[src/rtl/adc128s022_pkg.sv]
// Shared types and frame constants for the ADC128S022 serial ADC controller.
package adc128s022_pkg;

  typedef enum logic [1:0] {
    ST_IDLE  = 2'd0,
    ST_SETUP = 2'd1,
    ST_SHIFT = 2'd2,
    ST_HOLD  = 2'd3
  } state_t;

  localparam int FRAME_BITS  = 16;
  localparam int DATA_BITS   = 12;
  localparam int LEAD_BITS   = 4;
  localparam int ADDR_BIT_HI = 2;
  localparam int ADDR_BIT_LO = 4;
  localparam int NUM_PHASES  = 32;

  // Address bit presented on SADDR for frame bit idx: chan[2], chan[1], chan[0] on bits 2..4.
  function automatic logic addr_bit(input logic [2:0] chan, input logic [3:0] idx);
    logic b;
    b = 1'b0;
    for (int k = 0; k <= ADDR_BIT_LO - ADDR_BIT_HI; k++) begin
      if (int'(idx) == ADDR_BIT_HI + k) b = chan[2-k];
    end
    return b;
  endfunction

endpackage

[src/rtl/adc128s022_tick.sv]
// Half-period timer: emits a one-cycle tick every HALF_DIV clocks, re-aligned on restart.
module adc128s022_tick
  import adc128s022_pkg::*;
#(
  parameter int HALF_DIV = 13
) (
  input  logic clk,
  input  logic rst_n,
  input  logic restart,
  output logic tick
);

  localparam logic [7:0] RELOAD = 8'(HALF_DIV - 1);

  logic [7:0] cnt;

  // Down-counter; restart loads a full half-period so the first tick lands HALF_DIV cycles later.
  always_ff @(posedge clk or negedge rst_n) begin
    if (!rst_n) begin
      cnt <= '0;
    end else if (restart || cnt == 8'd0) begin
      cnt <= RELOAD;
    end else begin
      cnt <= cnt - 8'd1;
    end
  end

  assign tick = (cnt == 8'd0);

endmodule

[src/rtl/adc128s022_ctrl.sv]
// ADC128S022 initiator: one request -> one 16-bit SPI frame -> one tagged 12-bit sample.
module adc128s022_ctrl
  import adc128s022_pkg::*;
#(
  parameter int HALF_DIV = 13
) (
  input  logic        clk,
  input  logic        rst_n,
  input  logic        req_valid,
  input  logic [2:0]  req_chan,
  output logic        req_ready,
  output logic        rsp_valid,
  output logic [2:0]  rsp_chan,
  output logic [11:0] rsp_data,
  output logic        adc_cs_n,
  output logic        adc_sclk,
  output logic        adc_saddr,
  input  logic        adc_sdat
);

  state_t                  state, state_nxt;
  logic [5:0]              phase, phase_nxt;
  logic                    cs_nxt, sclk_nxt, saddr_nxt;
  logic [FRAME_BITS-1:0]   shift, shift_nxt;
  logic [2:0]              chan, chan_nxt;
  logic [2:0]              prev_chan, prev_nxt;
  logic                    rsp_valid_nxt;
  logic [2:0]              rsp_chan_nxt;
  logic [DATA_BITS-1:0]    rsp_data_nxt;
  logic                    sdat_p0;
  logic                    start;
  logic                    tick;

  adc128s022_tick #(
    .HALF_DIV (HALF_DIV)
  ) u_tick (
    .clk     (clk),
    .rst_n   (rst_n),
    .restart (start),
    .tick    (tick)
  );

  assign req_ready = (state == ST_IDLE);

  // Input synchroniser flop for the serial data line.
  always_ff @(posedge clk or negedge rst_n) begin
    if (!rst_n) sdat_p0 <= 1'b0;
    else        sdat_p0 <= adc_sdat;
  end

  // State and registered pin/response outputs.
  always_ff @(posedge clk or negedge rst_n) begin
    if (!rst_n) begin
      state     <= ST_IDLE;
      phase     <= '0;
      adc_cs_n  <= 1'b1;
      adc_sclk  <= 1'b1;
      adc_saddr <= 1'b0;
      shift     <= '0;
      chan      <= '0;
      prev_chan <= '0;
      rsp_valid <= 1'b0;
      rsp_chan  <= '0;
      rsp_data  <= '0;
    end else begin
      state     <= state_nxt;
      phase     <= phase_nxt;
      adc_cs_n  <= cs_nxt;
      adc_sclk  <= sclk_nxt;
      adc_saddr <= saddr_nxt;
      shift     <= shift_nxt;
      chan      <= chan_nxt;
      prev_chan <= prev_nxt;
      rsp_valid <= rsp_valid_nxt;
      rsp_chan  <= rsp_chan_nxt;
      rsp_data  <= rsp_data_nxt;
    end
  end

  // Next-state and next-output logic; every transition after the accept happens on a tick.
  always_comb begin
    state_nxt     = state;
    phase_nxt     = phase;
    cs_nxt        = adc_cs_n;
    sclk_nxt      = adc_sclk;
    saddr_nxt     = adc_saddr;
    shift_nxt     = shift;
    chan_nxt      = chan;
    prev_nxt      = prev_chan;
    rsp_valid_nxt = 1'b0;
    rsp_chan_nxt  = rsp_chan;
    rsp_data_nxt  = rsp_data;
    start         = 1'b0;

    case (state)
      ST_IDLE: begin
        if (req_valid) begin
          start     = 1'b1;
          chan_nxt  = req_chan;
          state_nxt = ST_SETUP;
          phase_nxt = '0;
          cs_nxt    = 1'b0;
          sclk_nxt  = 1'b1;
          saddr_nxt = 1'b0;
        end
      end
      ST_SETUP: begin
        if (tick) begin
          state_nxt = ST_SHIFT;
          phase_nxt = 6'd1;
          sclk_nxt  = 1'b0;
          saddr_nxt = addr_bit(chan, 4'd0);
        end
      end
      ST_SHIFT: begin
        if (tick) begin
          if (phase == 6'(NUM_PHASES)) begin
            // Frame complete: release CS with SCLK high and publish the sample.
            state_nxt     = ST_HOLD;
            cs_nxt        = 1'b1;
            sclk_nxt      = 1'b1;
            saddr_nxt     = 1'b0;
            rsp_valid_nxt = 1'b1;
            rsp_data_nxt  = shift[DATA_BITS-1:0];
            rsp_chan_nxt  = prev_chan;
            prev_nxt      = chan;
          end else begin
            phase_nxt = phase + 6'd1;
            if (phase[0]) begin
              // Entering an even phase: rising SCLK, capture the flopped data bit.
              sclk_nxt  = 1'b1;
              shift_nxt = {shift[FRAME_BITS-2:0], sdat_p0};
            end else begin
              // Entering an odd phase: falling SCLK, present the next address bit.
              sclk_nxt  = 1'b0;
              saddr_nxt = addr_bit(chan, phase[4:1]);
            end
          end
        end
      end
      ST_HOLD: begin
        if (tick) state_nxt = ST_IDLE;
      end
      default: state_nxt = ST_IDLE;
    endcase
  end

endmodule

[config.mk]
export PLATFORM = sky130hd
export DESIGN_NAME = adc128s022_ctrl
export DESIGN_NICKNAME = d
export VERILOG_FILES = /design/src/rtl/adc128s022_pkg.sv /design/src/rtl/adc128s022_tick.sv /design/src/rtl/adc128s022_ctrl.sv
export SDC_FILE = /design/constraint.sdc
export NUM_CORES = 1
export LEC_CHECK = 0
export CAP_MARGIN = 20
export CORE_UTILIZATION = 35
export DETAILED_ROUTE_END_ITERATION = 8
export PLACE_DENSITY_LB_ADDON = 0.05
export SYNTH_ARGS = -nofsm -noshare
export SYNTH_HDL_FRONTEND = slang
export SYNTH_SLANG_ARGS = --single-unit
[constraint.sdc]
create_clock -name clk -period 5.5 [get_ports clk]
set_clock_uncertainty 0.2 [all_clocks]
set_input_delay 1.1 -clock clk [delete_from_list [all_inputs] [get_ports clk]]
set_output_delay 1.1 -clock clk [all_outputs]
set_load 0.01 [all_outputs]
==> results of run 1 <==
-- synth_stat cells (all sizes together), types with 4 or more instances --
cell | count | area [um^2]
and3 | 4 | 25.0
dfrtp | 52 | 1300
mux2 | 35 | 394
nor3 | 4 | 20.0
inv | 10 | 37.5
nand3 | 5 | 30.0
nand2 | 14 | 55.1
ha | 10 | 125
nor2 | 14 | 52.6
o21ai | 7 | 35.0
-- report_power, final --
group	total (W)	internal, W	switching, W
clock	0.000277	0.000139	0.000138
sequential	0.000398	0.000398	0.000000326
combinational	0.0000125	0.00000421	0.00000832
-- worst paths after layout --
kind | endpoint | cells past startpoint
max in group asynchronous | shift[1]$_DFFE_PN0P_ | 2
worst min-delay path | u_tick.cnt[0]$_DFF_PN0_ | 1
worst max-delay path | req_ready | 3
worst min register to register | u_tick.cnt[0]$_DFF_PN0_ | 1
min in group asynchronous | phase[5]$_DFFE_PN0P_ | 2
worst max register to register | rsp_chan[1]$_DFFE_PN0P_ | 7
-- registers in the layout, indices dropped and copies added (netlist names) --
register	count
rsp_data	12
shift	12
u_tick.cnt	8
phase	6
chan	3
prev_chan	3
rsp_chan	3
state	2
adc_cs_n	1
adc_saddr	1
adc_sclk	1
rsp_valid	1
sdat_p0	1
-- final cells by class --
cell class | count | area [um^2] | area share (%)
clock inverter | 3 | 48.8 | 1.65
tap | 96 | 120 | 4.07
multi-input combinational | 130 | 1050 | 35.7
clock buffer | 5 | 68.8 | 2.33
timing repair buffer | 28 | 270 | 9.16
sequential | 54 | 1350 | 45.9
inverter | 10 | 37.5 | 1.27
-- kinds of logic after synthesis --
kind of cell    share of synthesized area (%)
mux                                      16.8
fa+ha+maj                                5.06
simple gates                             11.0
xor+xnor                                 2.13
buf+inv                                  2.63
flops                                    54.8
compound gates                           7.60
-- layer usage --
layer | vias up | share of wire [%]
li1 | 760 | -
met1 | 791 | 44
met2 | 26 | 50
met3 | 9 | 3.9
met4 | 0 | 2.2
met5 | - | 0
-- through the flow --
step                      util (%)  worst slack (ns)  cell area (um^2)
final                         43.4              2.56              2950
after floorplan                  -              3.15              2470
after CTS                     43.4              2.54              2950
after detailed placement      41.7              2.73              2830
after global routing          43.4              2.46              2950
after global placement        41.7              2.74              2830
==> metrics.cfg, run 1 <==
[run_status]
status=complete, no violations

[placement]
dp_hpwl_um=3230
placed_cells=318
place_congestion=0.822
portBuffers=26

[hold_path]
hp-start=u_tick.cnt[0]$_DFF_PN0_
hp-class=reg2reg

[global_route]
grt_pass1_vias=1700
grt_max_degree=55
use_met1_pct=17.4
grt_usage_pct=14.1
grt_pass1_wl_um=8080
busiest_layer=met2
antenna_found_initial=0
grtUsageMet3_pct=3.66
grtUsageMet2_pct=23.3
overflow=0

[die]
core_area_um2=6790
die_x_um=86.0
start_util_pct=36.4
dieArea_um2=7400
rows=30
die_y_um=86.0
ios=27

[layout]
antenna_cells=0
drive_above_1_share_pct=23.0
instances_no_fill=326
nets=246
layout_commonest_cell=dfrtp_1
fillers=661
final_cell_mix=dfrtp_1, mux2_2, clkdlybuf4s50_1
area_delta_synth_final_pct=19.4

[setup_path]
critPathLaunch=state[0]$_DFFE_PN0P_
critical_path.max_fanout=4
critPathBufInv=2
path_cells=inv_1 > ha_1 > clkdlybuf4s50_1
start_kind=register
r2r-start=phase[0]$_DFFE_PN0P_
crit_required_ns=4.20
crit_family=buffers and inverters
cp-end-kind=primary output
cpMaxStageDelayCell=clkdlybuf4s50_1
critPathKind=reg2out
max_stage_delay_ns=0.55
critPathArrivalTime_ns=1.64
r2r_slack_ns=2.90

[cts]
clk_root_buffer_cell=clkbuf_8
cts_hold_buffers=0
clock-sinks=54
cts_tree=done
cts_setup_buffers=0
clk_latency_ns=0.31
cts_resized=0
clk_pin_slew_ns=0.10
cts.path.max_buffers=2
ctsHtreeMaxLevel=2
cts_buffers=5

[timing]
slew_headroom_pct=54.2
fin_crit_ns=2.94
period_share_pct=53.5
fmax_ghz=0.340
hold_ws_ns=0.258
tightest_slew_ns=0.687
rsz0062_at_grt=false
hold_violations=0
finalSetupViolations=0
slew_viol_final=0
fin_setup_tns_ns=0

[synth]
synth_cells=199
ys_seq_elements=54
synth_area_um2=2470
syn_avg_cell_area_um2=12.4
synth_edf_count=0
ys_async_sr_fraction_pct=100
synth_ff_type=dfrtp_1
syn-num-nets=216
seq_area_frac_synth_pct=54.8
yosysWarnings=0
yosysUniqueCellTypes=44

[power_and_ir_drop]
powerDensity_nw_per_um2=233
p_total_w=0.000687
p_leak_nw=1.43
irDropWorstVdd_v=0.000133

[route]
detail-route-antenna-nets=0
drc=0
wl_um=4640
dr.pass1.iters=4
viasPerCell=4.87
wl_per_cell_um=14.2
vias=1586
drtIter0Drc=34

[run]
maxCapViolations=0

(Power assumes the default switching activity.)
==> run 2, diff against run 1 <==
==> constraint.sdc (replaced) <==
create_clock -name clk -period 2.99 [get_ports clk]
set_clock_uncertainty 0.2 [all_clocks]
set_input_delay 0.598 -clock clk [delete_from_list [all_inputs] [get_ports clk]]
set_output_delay 0.598 -clock clk [all_outputs]
set_load 0.01 [all_outputs]
==> run 2 against run 1 <==
Sequential share of layout area did not move. Design area did not move. Flip-flop and latch count did not move. Power rose by 81%. Clock-buffer cell count rose by 1. Register-to-register slack got worse by 2.5 ns. Worst hold slack got worse by 0.22 ns. Highest routed layer unchanged.
==> metrics.cfg, run 2 (synthesized netlist as in run 1, its figures left out) <==
[cts]
cts_resized=0
cts_setup_buffers=0
clk_latency_ns=0.30
cts_buffers=5
cts.path.max_buffers=2
clk_root_buffer_cell=clkbuf_8
clock-sinks=54
cts_tree=done
clk_pin_slew_ns=0.10
ctsHtreeMaxLevel=2
cts_hold_buffers=0

[power_and_ir_drop]
p_total_w=0.00124
irDropWorstVdd_v=0.000205
p_leak_nw=1.43
powerDensity_nw_per_um2=421

[die]
die_x_um=86.0
ios=27
dieArea_um2=7400
start_util_pct=36.4
core_area_um2=6790
die_y_um=86.0
rows=30

[global_route]
overflow=0
grt_pass1_wl_um=8060
grt_max_degree=23
grt_usage_pct=14.0
grt_pass1_vias=1748
antenna_found_initial=0

[setup_path]
rr_worst_depth=7
cp-end-kind=register
r2r_slack_ns=0.35
critPathArrivalTime_ns=2.63
r2r_end=rsp_data[4]$_DFFE_PN0P_
crit_required_ns=2.98
critPathKind=reg2reg
start_kind=register
critical_path.max_fanout=19
r2r-start=phase[0]$_DFFE_PN0P_
critPathLaunch=phase[0]$_DFFE_PN0P_

[route]
dr.pass1.iters=4
wl_per_cell_um=14.6
viasPerCell=4.91
vias=1604
drtIter0Drc=54
wl_um=4760
drc=0
detail-route-antenna-nets=0

[layout]
regArea_um2=1350
antenna_cells=0
fillers=633
layout_commonest_cell=dfrtp_1
multi_input_area_um2=1050
final_cell_mix=dfrtp_1, mux2_2, clkdlybuf4s50_1
reg.largest.list=rsp_data (12), shift (12), u_tick.cnt (8)
drive_above_1_share_pct=22.9
nets=247
area_delta_synth_final_pct=19.4

[hold_path]
hp-class=in2async

[timing]
fmax_ghz=0.379
period_share_pct=88.2
setup_ws_ns=0.354
fin_setup_tns_ns=0
hold_ws_ns=0.0423
fin_crit_ns=2.64
hold_violations=0
tightest_slew_ns=0.460
finalSetupViolations=0
slew_viol_final=0
rsz0062_at_grt=false
slew_headroom_pct=68.6

[placement]
dp_hpwl_um=3430
portBuffers=26
place_congestion=0.839
dpl_worst_slack_ns=0.403

[run]
maxCapViolations=0

[run_status]
status=complete, no violations

==> run 2: changes by cell type in the layout (fill, tap and decap cells not counted), sizes merged <==
cell	before	now
buf	3	4
inv	11	10
clkbuf	5	6
==> run 2: stage by stage <==
| stage | area [um^2] | instances | util, % |
|---|---|---|---|
| after global routing | 2950 | 327 | 43.4 |
| after global placement | 2840 | 319 | 41.8 |
| final | 2950 | 327 | 43.4 |
| after floorplan | 2470 | 199 | - |
| after detailed placement | 2840 | 319 | 41.8 |
| after CTS | 2950 | 327 | 43.4 |
==> run 2: power by group <==
part	switching, W	internal, W	leakage [nW]
combinational	0.0000157	0.00000859	0.652
sequential	0.000000719	0.000731	0.723
clock	0.000236	0.000250	0.0514
==> run 2: area by class of cell <==
| class | instances | share of cell area, % |
|---|---|---|
| clock buffer | 6 | 2.46 |
| clock inverter | 2 | 1.27 |
| inverter | 10 | 1.27 |
| multi-input combinational | 130 | 35.7 |
| sequential | 54 | 45.9 |
| tap | 96 | 4.07 |
| timing repair buffer | 29 | 9.41 |
==> run 2: metal layers <==
layer / part of all wire [%] / global-route usage, %
met5: 0 / 0
met4: 1.1 / 4.70
met3: 4.0 / 3.95
met2: 51 / 24.7
met1: 44 / 16.3
==> run 2: worst max-delay path by stage <==
stage	end	slack, ns	cells after the start
floorplan	shift[10]$_DFFE_PN0P_	0.64	8
global placement	rsp_data[7]$_DFFE_PN0P_	0.52	7
detailed placement	rsp_chan[0]$_DFFE_PN0P_	0.40	7
CTS	rsp_chan[0]$_DFFE_PN0P_	0.37	7
global route	prev_chan[2]$_DFFE_PN0P_	0.13	7
finish	rsp_data[4]$_DFFE_PN0P_	0.35	7
==> run 2: worst max-delay path: stages (launching register included) <==
cell	delay [ns]
dfrtp_1	0.48
inv_1	0.16
ha_1	0.17
nor4b_1	0.34
nand2_1	0.20
nor2_1	0.24
nand2_2	0.33
mux2_2	0.39
==> run 3, diff against run 2 <==
--- a/config.mk
+++ b/config.mk
@@ -6,6 +6,7 @@
 export NUM_CORES = 1
 export LEC_CHECK = 0
 export CAP_MARGIN = 20
+export CORE_MARGIN = 2
 export CORE_UTILIZATION = 35
 export DETAILED_ROUTE_END_ITERATION = 8
 export PLACE_DENSITY_LB_ADDON = 0.05
==> run 3 against run 2 <==
Design area is 0.30% higher. Wire length is 0.53% lower. Non-clock buffer count is 1 higher. Worst hold slack better by 0.039 ns. First-iteration DRC count is 13% lower. Combinational power hardly changed. Critical path type unchanged.
==> metrics.cfg, run 3 (synthesized netlist as in run 1, its figures left out) <==
[route]
wl_um=4730
vias=1585
drtIter0Drc=47
viasPerCell=4.83
detail-route-antenna-nets=0
drc=0
wl_per_cell_um=14.4
dr.pass1.iters=4

[timing]
slew_headroom_pct=68.3
fin_setup_tns_ns=0
hold_violations=0
finalSetupViolations=0
slew_viol_final=0
fmax_ghz=0.390
period_share_pct=85.8
fin_crit_ns=2.57
rsz0062_at_grt=false
tightest_slew_ns=0.474

[cts]
cts_hold_buffers=0
cts_resized=0
cts_setup_buffers=0
clock-sinks=54
cts_buffers=5
ctsHtreeMaxLevel=2
cts.path.max_buffers=2
clk_pin_slew_ns=0.10
clk_latency_ns=0.30
clk_root_buffer_cell=clkbuf_8
cts_tree=done

[global_route]
grt_max_degree=31
grt_usage_pct=13.6
overflow=0
grt_pass1_vias=1693
grt_pass1_wl_um=8200
antenna_found_initial=0

[setup_path]
critical_path.max_fanout=19
r2r_end=rsp_chan[1]$_DFFE_PN0P_
cp-end-kind=register
start_kind=register
r2r-start=phase[0]$_DFFE_PN0P_
rr_worst_depth=7
r2r_slack_ns=0.42
crit_required_ns=2.98
critPathArrivalTime_ns=2.56
critPathKind=reg2reg

[layout]
nets=248
antenna_cells=0
layout_commonest_cell=dfrtp_1
fillers=662
final_cell_mix=dfrtp_1, mux2_2, clkdlybuf4s50_1
reg.largest.list=rsp_data (12), shift (12), u_tick.cnt (8)
area_delta_synth_final_pct=19.8
drive_above_1_share_pct=23.3

[die]
dieArea_um2=7750
die_y_um=88.0
die_x_um=88.0
start_util_pct=36.2
core_area_um2=6830
rows=30
ios=27

[power_and_ir_drop]
irDropWorstVdd_v=0.000154
p_leak_nw=1.44
powerDensity_nw_per_um2=422
p_total_w=0.00125

[placement]
portBuffers=26
place_congestion=0.856
dp_hpwl_um=3470

[hold_path]
hp-class=in2async

[run_status]
status=complete, no violations

[run]
maxCapViolations=0

run 3: cell count changes in the layout (fill, tap and decap cells not counted), sizes merged:
cell,before,now
buf,4,5
clkinv,0,1
clkinvlp,1,0
run 3: per-stage QoR:
| stage | utilization [%] | instance area (um^2) | hold slack (ns) | worst slack, ns | instances |
|---|---|---|---|---|---|
| CTS | 43.3 | 2960 | 0.0826 | 0.426 | 328 |
| global route | 43.3 | 2960 | 0.0967 | 0.230 | 328 |
| floorplan | - | 2470 | 0.102 | 0.637 | 199 |
| global placement | 41.7 | 2850 | 0.238 | 0.525 | 320 |
| detailed placement | 41.7 | 2850 | 0.243 | 0.455 | 320 |
| finish | 43.3 | 2960 | 0.0808 | 0.424 | 328 |
run 3: power by group:
part / switching [W] / internal, W
sequential: 0.000000672 / 0.000731
combinational: 0.0000155 / 0.00000865
clock: 0.000240 / 0.000252
run 3: worst max path at each step:
stage | from | to | slack [ns] | depth (start not counted)
after CTS | phase[0]$_DFFE_PN0P_ | rsp_chan[1]$_DFFE_PN0P_ | 0.43 | 7
after floorplan | phase[0]$_DFFE_PN0P_ | shift[10]$_DFFE_PN0P_ | 0.64 | 8
after global routing | phase[0]$_DFFE_PN0P_ | prev_chan[2]$_DFFE_PN0P_ | 0.23 | 7
after global placement | phase[0]$_DFFE_PN0P_ | rsp_data[5]$_DFFE_PN0P_ | 0.53 | 7
after detailed placement | phase[0]$_DFFE_PN0P_ | rsp_chan[1]$_DFFE_PN0P_ | 0.46 | 7
final | phase[0]$_DFFE_PN0P_ | rsp_chan[1]$_DFFE_PN0P_ | 0.42 | 7
run 3: critical path, cell delays in order (launching register included):
cell and delay (ns):
dfrtp_1 0.49, inv_1 0.16, ha_1 0.17, nor4b_1 0.28, nand2_1 0.18, nor2_1 0.24
nand2_2 0.34, mux2_2 0.39
run 3: routing by layer:
| metal | GRT usage (%) | vias to the layer above | share of wire [%] |
|---|---|---|---|
| met3 | 3.68 | 4 | 3.3 |
| met5 | 0 | - | 0 |
| met1 | 17.5 | 795 | 46 |
| met4 | 4.13 | 0 | 0.89 |
| met2 | 22.5 | 20 | 50 |
| li1 | - | 766 | - |
run 3: layout make-up:
class                      instances  area [um^2]  share of cell area, %
inverter                          10         37.5                   1.27
tap                               96          120                   4.06
multi-input combinational        130         1050                   35.5
timing repair buffer              30          285                   9.64
clock inverter                     2         38.8                   1.31
sequential                        54         1350                   45.7
clock buffer                       6         72.6                   2.45
